===== src/rtl/pipelined_decode_stage.sv =====
// Registered RV32I decode stage: valid/ready on both sides, one-cycle latency,
// load-use interlock with a configurable bubble count, illegal flagging and flush.
module pipelined_decode_stage #(
    parameter int XLEN             = 32,
    parameter int LOAD_USE_BUBBLES = 1
) (
    input  logic            clk,
    input  logic            rst,
    input  logic            flush,
    input  logic            in_valid,
    output logic            in_ready,
    input  logic [31:0]     instr_word,
    output logic            out_valid,
    input  logic            out_ready,
    output logic [3:0]      alu_ctrl,
    output logic            shamt_en,
    output logic [2:0]      branch_ctrl,
    output logic            jump_ctrl,
    output logic            reg_write,
    output logic [2:0]      inst_type,
    output logic [4:0]      rd,
    output logic [4:0]      rs1,
    output logic [4:0]      rs2,
    output logic [XLEN-1:0] imm_out,
    output logic            illegal
);
    localparam int CW = (LOAD_USE_BUBBLES > 0) ? $clog2(LOAD_USE_BUBBLES + 1) : 1;

    localparam logic [6:0] OP_R     = 7'b0110011;
    localparam logic [6:0] OP_I     = 7'b0010011;
    localparam logic [6:0] OP_LOAD  = 7'b0000011;
    localparam logic [6:0] OP_STORE = 7'b0100011;
    localparam logic [6:0] OP_BR    = 7'b1100011;
    localparam logic [6:0] OP_JAL   = 7'b1101111;
    localparam logic [6:0] OP_JALR  = 7'b1100111;
    localparam logic [6:0] OP_LUI   = 7'b0110111;
    localparam logic [6:0] OP_AUIPC = 7'b0010111;

    localparam logic [2:0] T_R = 3'b000, T_U = 3'b001, T_LOAD = 3'b010, T_I = 3'b011;
    localparam logic [2:0] T_STORE = 3'b100, T_BR = 3'b101, T_JAL = 3'b110, T_JALR = 3'b111;

    localparam logic [3:0] ALU_AND = 4'b0000, ALU_OR  = 4'b0001, ALU_ADD = 4'b0010;
    localparam logic [3:0] ALU_SLL = 4'b0011, ALU_SUB = 4'b0100, ALU_SRL = 4'b0101;
    localparam logic [3:0] ALU_XOR = 4'b0111, ALU_SLT = 4'b1000, ALU_SRA = 4'b1001;
    localparam logic [3:0] ALU_SLTU = 4'b1010;

    localparam logic [6:0] F7_ZERO = 7'b0000000;
    localparam logic [6:0] F7_ALT  = 7'b0100000;

    function automatic logic [3:0] alu_of(input logic [2:0] f3, input logic alt);
        case (f3)
            3'b000:  alu_of = alt ? ALU_SUB : ALU_ADD;
            3'b001:  alu_of = ALU_SLL;
            3'b010:  alu_of = ALU_SLT;
            3'b011:  alu_of = ALU_SLTU;
            3'b100:  alu_of = ALU_XOR;
            3'b101:  alu_of = alt ? ALU_SRA : ALU_SRL;
            3'b110:  alu_of = ALU_OR;
            default: alu_of = ALU_AND;
        endcase
    endfunction

    logic [6:0]  w_opcode, w_f7;
    logic [2:0]  w_f3;
    logic [4:0]  w_rd, w_rs1, w_rs2;
    logic [3:0]  w_alu;
    logic        w_shamt, w_jump, w_rw, w_illegal, w_reads_rs1, w_reads_rs2;
    logic [2:0]  w_br, w_type;
    logic [31:0] w_imm32;
    logic [XLEN-1:0] w_imm_ext;

    assign w_opcode = instr_word[6:0];
    assign w_f3     = instr_word[14:12];
    assign w_f7     = instr_word[31:25];
    assign w_rd     = instr_word[11:7];
    assign w_rs2    = instr_word[24:20];

    always_comb begin
        w_alu       = 4'b0000;
        w_shamt     = 1'b0;
        w_br        = 3'b000;
        w_jump      = 1'b0;
        w_rw        = 1'b0;
        w_type      = T_R;
        w_imm32     = 32'd0;
        w_illegal   = 1'b0;
        w_reads_rs1 = 1'b0;
        w_reads_rs2 = 1'b0;
        w_rs1       = instr_word[19:15];
        case (w_opcode)
            OP_R: begin
                w_reads_rs1 = 1'b1;
                w_reads_rs2 = 1'b1;
                w_rw        = 1'b1;
                w_alu       = alu_of(w_f3, w_f7[5]);
                if (w_f7 != F7_ZERO && w_f7 != F7_ALT)
                    w_illegal = 1'b1;
                else if (w_f7 == F7_ALT && w_f3 != 3'b000 && w_f3 != 3'b101)
                    w_illegal = 1'b1;
            end
            OP_I: begin
                w_type      = T_I;
                w_reads_rs1 = 1'b1;
                w_rw        = 1'b1;
                w_imm32     = {{20{instr_word[31]}}, instr_word[31:20]};
                if (w_f3 == 3'b001) begin
                    w_shamt   = 1'b1;
                    w_alu     = ALU_SLL;
                    w_illegal = (w_f7 != F7_ZERO);
                end else if (w_f3 == 3'b101) begin
                    w_shamt   = 1'b1;
                    w_alu     = w_f7[5] ? ALU_SRA : ALU_SRL;
                    w_illegal = (w_f7 != F7_ZERO && w_f7 != F7_ALT);
                end else begin
                    w_alu = alu_of(w_f3, 1'b0);
                end
            end
            OP_LOAD: begin
                w_type      = T_LOAD;
                w_reads_rs1 = 1'b1;
                w_rw        = 1'b1;
                w_alu       = ALU_ADD;
                w_imm32     = {{20{instr_word[31]}}, instr_word[31:20]};
            end
            OP_STORE: begin
                w_type      = T_STORE;
                w_reads_rs1 = 1'b1;
                w_reads_rs2 = 1'b1;
                w_alu       = ALU_ADD;
                w_imm32     = {{20{instr_word[31]}}, instr_word[31:25], instr_word[11:7]};
            end
            OP_BR: begin
                w_type      = T_BR;
                w_reads_rs1 = 1'b1;
                w_reads_rs2 = 1'b1;
                w_alu       = ALU_SUB;
                w_imm32     = {{19{instr_word[31]}}, instr_word[31], instr_word[7],
                               instr_word[30:25], instr_word[11:8], 1'b0};
                case (w_f3)
                    3'b000:  w_br = 3'b000;
                    3'b001:  w_br = 3'b001;
                    3'b100:  w_br = 3'b010;
                    3'b101:  w_br = 3'b011;
                    3'b110:  w_br = 3'b100;
                    3'b111:  w_br = 3'b101;
                    default: w_illegal = 1'b1;
                endcase
            end
            OP_JAL: begin
                w_type  = T_JAL;
                w_jump  = 1'b1;
                w_rw    = 1'b1;
                w_alu   = ALU_ADD;
                w_imm32 = {{11{instr_word[31]}}, instr_word[31], instr_word[19:12],
                           instr_word[20], instr_word[30:21], 1'b0};
            end
            OP_JALR: begin
                w_type      = T_JALR;
                w_reads_rs1 = 1'b1;
                w_jump      = 1'b1;
                w_rw        = 1'b1;
                w_alu       = ALU_ADD;
                w_imm32     = {{20{instr_word[31]}}, instr_word[31:20]};
            end
            OP_LUI: begin
                w_type  = T_U;
                w_rw    = 1'b1;
                w_alu   = ALU_ADD;
                w_rs1   = 5'd0;
                w_imm32 = {instr_word[31:12], 12'd0};
            end
            OP_AUIPC: begin
                w_type  = T_U;
                w_rw    = 1'b1;
                w_alu   = ALU_ADD;
                w_imm32 = {instr_word[31:12], 12'd0};
            end
            default: w_illegal = 1'b1;
        endcase
        // An illegal word still travels down the pipe, but must not act.
        if (w_illegal) begin
            w_alu  = 4'b0000;
            w_rw   = 1'b0;
            w_jump = 1'b0;
            w_br   = 3'b000;
        end
        if (w_rd == 5'd0)
            w_rw = 1'b0;
    end

    assign w_imm_ext[31:0] = w_imm32;
    genvar gi;
    generate
        for (gi = 32; gi < XLEN; gi++) begin : g_sext
            assign w_imm_ext[gi] = w_imm32[31];
        end
    endgenerate

    logic          r_out_valid;
    logic [3:0]    r_alu;
    logic          r_shamt, r_jump, r_rw, r_illegal;
    logic [2:0]    r_br, r_type;
    logic [4:0]    r_rd, r_rs1, r_rs2;
    logic [XLEN-1:0] r_imm;
    logic [CW-1:0] r_cnt;
    logic [4:0]    r_cnt_rd;

    // Two sources of a pending load result: the held load itself, and the bubble window after it.
    logic [1:0] w_src_live, w_src_hit;
    logic [4:0] w_src_rd [2];
    logic       w_hazard, w_fire_in, w_fire_out;

    assign w_src_live[0] = r_out_valid && (r_type == T_LOAD);
    assign w_src_rd[0]   = r_rd;
    assign w_src_live[1] = (r_cnt != '0);
    assign w_src_rd[1]   = r_cnt_rd;

    generate
        for (gi = 0; gi < 2; gi++) begin : g_haz
            assign w_src_hit[gi] = w_src_live[gi] && (w_src_rd[gi] != 5'd0) &&
                                   ((w_reads_rs1 && w_rs1 == w_src_rd[gi]) ||
                                    (w_reads_rs2 && w_rs2 == w_src_rd[gi]));
        end
    endgenerate

    assign w_hazard   = (LOAD_USE_BUBBLES > 0) && (w_src_hit != 2'b00);
    assign in_ready   = !flush && (!r_out_valid || out_ready) && !w_hazard;
    assign w_fire_in  = in_valid && in_ready;
    assign w_fire_out = r_out_valid && out_ready;

    always_ff @(posedge clk or posedge rst) begin
        if (rst) begin
            r_out_valid <= 1'b0;
            r_alu       <= '0;
            r_shamt     <= 1'b0;
            r_jump      <= 1'b0;
            r_rw        <= 1'b0;
            r_illegal   <= 1'b0;
            r_br        <= '0;
            r_type      <= '0;
            r_rd        <= '0;
            r_rs1       <= '0;
            r_rs2       <= '0;
            r_imm       <= '0;
            r_cnt       <= '0;
            r_cnt_rd    <= '0;
        end else if (flush) begin
            r_out_valid <= 1'b0;
            r_cnt       <= '0;
        end else begin
            if (w_fire_in) begin
                r_out_valid <= 1'b1;
                r_alu       <= w_alu;
                r_shamt     <= w_shamt;
                r_jump      <= w_jump;
                r_rw        <= w_rw;
                r_illegal   <= w_illegal;
                r_br        <= w_br;
                r_type      <= w_type;
                r_rd        <= w_rd;
                r_rs1       <= w_rs1;
                r_rs2       <= w_rs2;
                r_imm       <= w_imm_ext;
            end else if (w_fire_out) begin
                r_out_valid <= 1'b0;
            end
            if (w_fire_out && r_type == T_LOAD && LOAD_USE_BUBBLES > 0) begin
                r_cnt    <= CW'(LOAD_USE_BUBBLES);
                r_cnt_rd <= r_rd;
            end else if (r_cnt != '0) begin
                r_cnt <= r_cnt - 1'b1;
            end
        end
    end

    assign out_valid   = r_out_valid;
    assign alu_ctrl    = r_alu;
    assign shamt_en    = r_shamt;
    assign branch_ctrl = r_br;
    assign jump_ctrl   = r_jump;
    assign reg_write   = r_rw;
    assign inst_type   = r_type;
    assign rd          = r_rd;
    assign rs1         = r_rs1;
    assign rs2         = r_rs2;
    assign imm_out     = r_imm;
    assign illegal     = r_illegal;

endmodule


===== config.mk =====
export PLATFORM = sky130hd
export DESIGN_NAME = pipelined_decode_stage
export DESIGN_NICKNAME = d
export VERILOG_FILES = /design/src/rtl/pipelined_decode_stage.sv
export SDC_FILE = /design/constraint.sdc
export NUM_CORES = 1
export LEC_CHECK = 0
export BUFFER_PORTS_ARGS = -buffer_cell sky130_fd_sc_hd__buf_2
export CAP_MARGIN = 10
export CORE_ASPECT_RATIO = 1.2
export CORE_MARGIN = 10
export CORE_UTILIZATION = 58
export CTS_CLUSTER_DIAMETER = 40
export DETAILED_ROUTE_END_ITERATION = 12
export PLACE_DENSITY_LB_ADDON = 0.12
export SLEW_MARGIN = 20
export SYNTH_ARGS = -nofsm -noshare
export SYNTH_HDL_FRONTEND = slang
export SYNTH_SLANG_ARGS = --single-unit

===== constraint.sdc =====
create_clock -name clk -period 4.8 [get_ports clk]
set_input_delay 0 -clock clk [delete_from_list [all_inputs] [get_ports clk]]
set_output_delay 0 -clock clk [all_outputs]
set_load 0.02 [all_outputs]

# Word-level counts from Yosys, hierarchy flattened

Cells that the tools add are included.

Register bits: 68
Input port bits: 37
Output and inout bits: 63
Logic and storage cells: 117

Add/subtract/negate cells: 1
Eq/ne operators: 24
Muxes and demuxes: 36
Bitwise operators: 1
Reductions and logical operators: 41

Operators by type and width:

| cell               | number |
|---|---|
| $pmux 32 s5        | 1 |
| $eq 7x6->1 const B | 4 |
| $pmux 4 s7         | 1 |
| $eq 7x7->1 const B | 3 |
| $mux 1             | 21 |
| $pmux 3 s7         | 1 |
| $eq 5x5->1         | 4 |
| $pmux 4 s5         | 1 |
| $reduce_or 6->1    | 3 |
| $logic_and 1x1->1  | 17 |
| $mux 4             | 4 |
| $pmux 4 s4         | 1 |
| $pmux 3 s5         | 1 |
| $eq 7x5->1 const B | 2 |
| $eq 3x3->1 const B | 4 |
| $reduce_bool 5->1  | 2 |
| $eq 3x2->1 const B | 3 |
| $mux 3             | 3 |
| $eq 7x2->1 const B | 1 |
| $ne 7x6->1 const B | 1 |
| $reduce_bool 7->1  | 1 |
| $reduce_or 7->1    | 1 |
| $reduce_bool 3->1  | 2 |
| $reduce_or 3->1    | 2 |
| other kinds (13)   | 19 |

# Longest topological paths before layout

Depth in word-level cells: 12
Mapped depth: 10
Depth with buffers taken out: 6

# Least setup slack after synthesis

Ideal clock, no wire load.

Kind: reg2reg
Start: register r_rd[3] (netlist: rd[3])
End: register r_alu[1] (netlist: alu_ctrl[1])
Library setup time: 0.125 ns
Arrival time: 2.169 ns
Required time: 4.675 ns
Setup slack: 2.506 ns
Cell stages (with the launch flop): 10
Buffers on the path: 3
Clock period less this slack: 2.294 ns
Cell sequence: dfrtp_1 buf_2 or4_1 o211ai_2 nor4_1 o221ai_2 nand4b_1 buf_4 buf_6 mux2_4

Cells in the longest elaborated chain, start to end: 9
Elaborated cells between the ends (all ways): 13
Classes of those cells: eq/ne (2); reduce/logical (11)

Ends and longest elaborated chain:

| item                                        | RTL line | text |
|---|---|---|
| start: declaration                          | 203      | `logic [4:0] r_rd, r_rs1, r_rs2;` |
| start signal: assignment                    | 260      | `r_rd <= w_rd;` |
| $eq 5x5->1, on equally long branches        | 221, 222 |  |
| $logic_and 1x1->1, on equally long branches | 221, 222 |  |
| $logic_or 1x1->1                            | 221      | `((w_reads_rs1 && w_rs1 == w_src_rd[gi]) \|\|` |
| $logic_and 1x1->1 *                         | 220      | `assign w_src_hit[gi] = w_src_live[gi] && (w_src_rd[gi] != 5'd0) &&` |
| $reduce_bool 2->1 *                         | 226      | `assign w_hazard = (LOAD_USE_BUBBLES > 0) && (w_src_hit != 2'b00);` |
| $logic_not 1->1 *                           | 227      | `assign in_ready = !flush && (!r_out_valid \|\| out_ready) && !w_hazard;` |
| $logic_and 1x1->1 *                         | 227      |  |
| $logic_and 1x1->1 *                         | 228      | `assign w_fire_in = in_valid && in_ready;` |
| $reduce_and 2->1 (no source line) *         | --       |  |
| end signal: assignment                      | 253      | `r_alu <= w_alu;` |
| end: declaration                            | 200      | `logic [3:0] r_alu;` |

Mark *: on every way between the ends. The rest lies on a longest branch, timed or not.
A chain may end at the register's enable or synchronous reset.

# Worst setup path after layout

Start: register r_type[0] (netlist: inst_type[0])
End: register r_out_valid (netlist: out_valid)

Cells in the longest elaborated chain, start to end: 10
Elaborated cells between the ends (all ways): 11
Classes of those cells: eq/ne (1); mux (2); reduce/logical (8)

Ends and longest elaborated chain:

| item                              | RTL line | text |
|---|---|---|
| start: declaration                | 202      | `logic [2:0] r_br, r_type;` |
| start signal: assignment          | 259      | `r_type <= w_type;` |
| $eq 3x2->1 *                      | 213      | `assign w_src_live[0] = r_out_valid && (r_type == T_LOAD);` |
| $logic_and 1x1->1 *               | 213      |  |
| $logic_and 1x1->1 * (2 in series) | 220      |  |
| $reduce_bool 2->1 *               | 226      |  |
| $logic_not 1->1 *                 | 227      |  |
| $logic_and 1x1->1 *               | 227      |  |
| $logic_and 1x1->1 *               | 228      |  |
| $mux 1                            | 251      | `if (w_fire_in) begin` |
| $mux 1                            | 247      | `end else if (flush) begin` |
| end signal: assignment            | 233      | `r_out_valid <= 1'b0;` |
| end signal: assignment            | 248      | `r_out_valid <= 1'b0;` |
| end signal: assignment            | 252      | `r_out_valid <= 1'b1;` |
| end: declaration                  | 199      | `logic r_out_valid;` |

Marks and branches as above.

==> results.cfg <==
[status]
status = finished, violations left
violations = negative hold slack

[clock_tree]
ctsRootBufferMaster = clkbuf_8
cts_made_buffers = 9
cts_tree = yes
htree_levels = 3
clock_latency_ns = 0.35
clk_path_buf_depth = 2
cts_setup_buffers = 0
clk_pin_slew_ns = 0.07
clock_sinks = 68

[routing]
vias = 3310
wl_met2_um = 5830
drt-initial-drc-count = 210
wl_met3_um = 798
drc_errors = 0
met1Wirelength_um = 4260
viasPerCell = 5.74
wire_per_inst_um = 19.3
routed_wl_um = 11200
dr.pass1.iters = 5
ant_nets = 0
top_layer = met4

[timing]
rsz0062_at_grt = false
worst_pin_slew_ns = 0.838
final-max-slew-violation-count = 0
fin_crit_ns = 3.06
min_period_over_period_pct = 63.7
setup_violations = 0
relSlewSlack_pct = 44.1
clock_skew_ns = 0.00896
whs_ns = -0.000943
report.final.hold_viol_count = 1
tns_ns = 0
max_clock_freq_mhz = 327
setup_slack_ns = 1.74

[synth]
seq_area_frac_synth_pct = 43.2
syn_area_um2 = 3940
synth_flop_cell = dfrtp_1
synth_top_cells_by_count = dfrtp_1 (68), nand2_1 (40), mux2_4 (31)
yosysMostFrequentCell = dfrtp_1
synth-xor-area-share_pct = 3.78
synth.area.top_cells = dfrtp_1 (43%), mux2_4 (12%), mux2i_1 (7.1%)
netlist_instances = 383
synth_fa_ha_area_share_pct = 0
ys_types = 49
async_reset_ff_share_pct = 100
synthMuxAreaShare_pct = 20.9
synth-simple-area-share_pct = 14.8
yosysWarnings = 0
synth_enable_flop_cells = 0
synth_compound_area_share_pct = 10.5
yosys_register_bits = 68
synth_top_family_by_area = multiplexers
syn-num-nets = 420
avgSynthCellArea_um2 = 10.3
yosysTopAreaCell = dfrtp_1
yosysTopAreaCellShare_pct = 43.2

[cells_and_area]
syn_to_final_growth_pct = 22.4
layout-drive-gt1-share_pct = 31.1
utilization_pct = 73.9
nFillCells = 486
antenna_cells = 0
stdcell_count = 577
nets = 526

[pwr]
powerDensity_nw_per_um2 = 297
p_leak_nw = 2.57
power_mw = 1.43
vdd_drop_max_mv = 0.170

[placement]
dp_cells = 544
place_congestion = 1.01
portBuffers = 99
pre_cts_slack_ns = 1.91
hpwl_um = 8120

[floorplanning]
start_util_pct = 60.4
io_pins = 100
dieArea_um2 = 10500
num_rows = 32
die_height_um = 110
core_um2 = 6530
die_w_um = 95.2

[grt]
grt_overflow = 0
grt_pass1_vias = 3451
grt_usage_pct = 21.7
grt_first_pass_wirelength_um = 17700
grt_max_degree = 69
antenna_found_initial = 0

[worst_setup_path]
end_kind = register
crit_path_max_fanout = 33
arrival_ns = 3.29
crit_type = register to register
worstSetupStartpointType = register
required_ns = 5.03

[flow_run]
max_cap_violations = 0

[min_path]
hold_path_class = input port to register
-- path summary, 6_finish.rpt --
| check | to | cells past startpoint | startpoint | slack [ns] |
|---|---|---|---|---|
| max | out_valid | 8 | inst_type[0] | 1.74 |
| min | rs1[1] | 3 | instr_word[16] | -0.0009 |
| max reg2reg | out_valid | 8 | inst_type[0] | 1.74 |
| min reg2reg | rs2[2] | 1 | rs2[2] | 0.49 |
| max in group asynchronous | illegal | 4 | rst | 3.80 |
| min in group asynchronous | imm_out[23] | 4 | rst | 0.47 |
-- flip-flops by register name, indices dropped and copies added (netlist names) --
register / count
rs1: 5
out_valid: 1
shamt_en: 1
r_cnt: 1
inst_type: 3
jump_ctrl: 1
rs2: 5
r_cnt_rd: 5
imm_out: 32
illegal: 1
branch_ctrl: 3
reg_write: 1
alu_ctrl: 4
rd: 5
-- stage by stage --
stage | hold slack [ns] | instance area, um2
finish | -0.000943 | 4820
global route | 0.00401 | 4820
CTS | 0.000483 | 4820
floorplan | 0.0906 | 3940
detailed placement | 0.248 | 4420
global placement | 0.236 | 4420
-- critical path, stage by stage (launching register included) --
cell and delay, ns:
dfrtp_1 0.41, nor3b_1 0.34, o211ai_2 0.18, nor4_1 0.47, o221ai_2 0.16, nand4b_1 0.16, buf_4 0.47, o21ai_1 0.15
dlygate4sd3_1 0.59
-- routing by layer --
metal	up-vias	global-route usage [%]
met4	0	8.03
met1	1589	24.3
met2	143	38.1
met3	29	6.02
li1	1549	-
met5	-	0
-- where the power goes --
group          switching (mW)  internal, mW  total (mW)  leakage (nW)
clock network           0.207         0.291       0.498         0.108
registers              0.0413         0.610       0.651         0.905
logic                   0.160         0.122       0.283          1.56
total                   0.409          1.02        1.43          2.57
-- final cells by class --
class,count,area (um2),share of cell area (%)
clock buffer,13,179,3.71
clock inverter,1,30.0,0.623
inverter,32,120,2.49
multi-input combinational,257,1980,41.0
sequential,68,1700,35.3
tap,85,106,2.21
timing repair buffer,121,708,14.7
-- what timing repair did --
action	CTS	global route
resized for setup	0	0
hold buffers	19	0
hold endpoints to repair	88	0
-- cells in the final DEF, fill, tap and decap left out, types with 8 or more instances in the layout --
cell and count:
a21oi_1 24, buf_2 99, clkbuf_8 13, dfrtp_1 68, dlygate4sd3_1 19, inv_1 29, mux2_4 31, mux2i_1 28
nand2_1 40, nor2_1 18, o21ai_0 8, xnor2_1 10
-- cell families after synthesis --
logic type,after synthesis
and+or+nand+nor,110
DFF,68
muxes,66
AOI/OAI and AO/OA,64
buffers and inverters,58
xor gates and xnor gates,17
(Power assumes the default switching activity.)
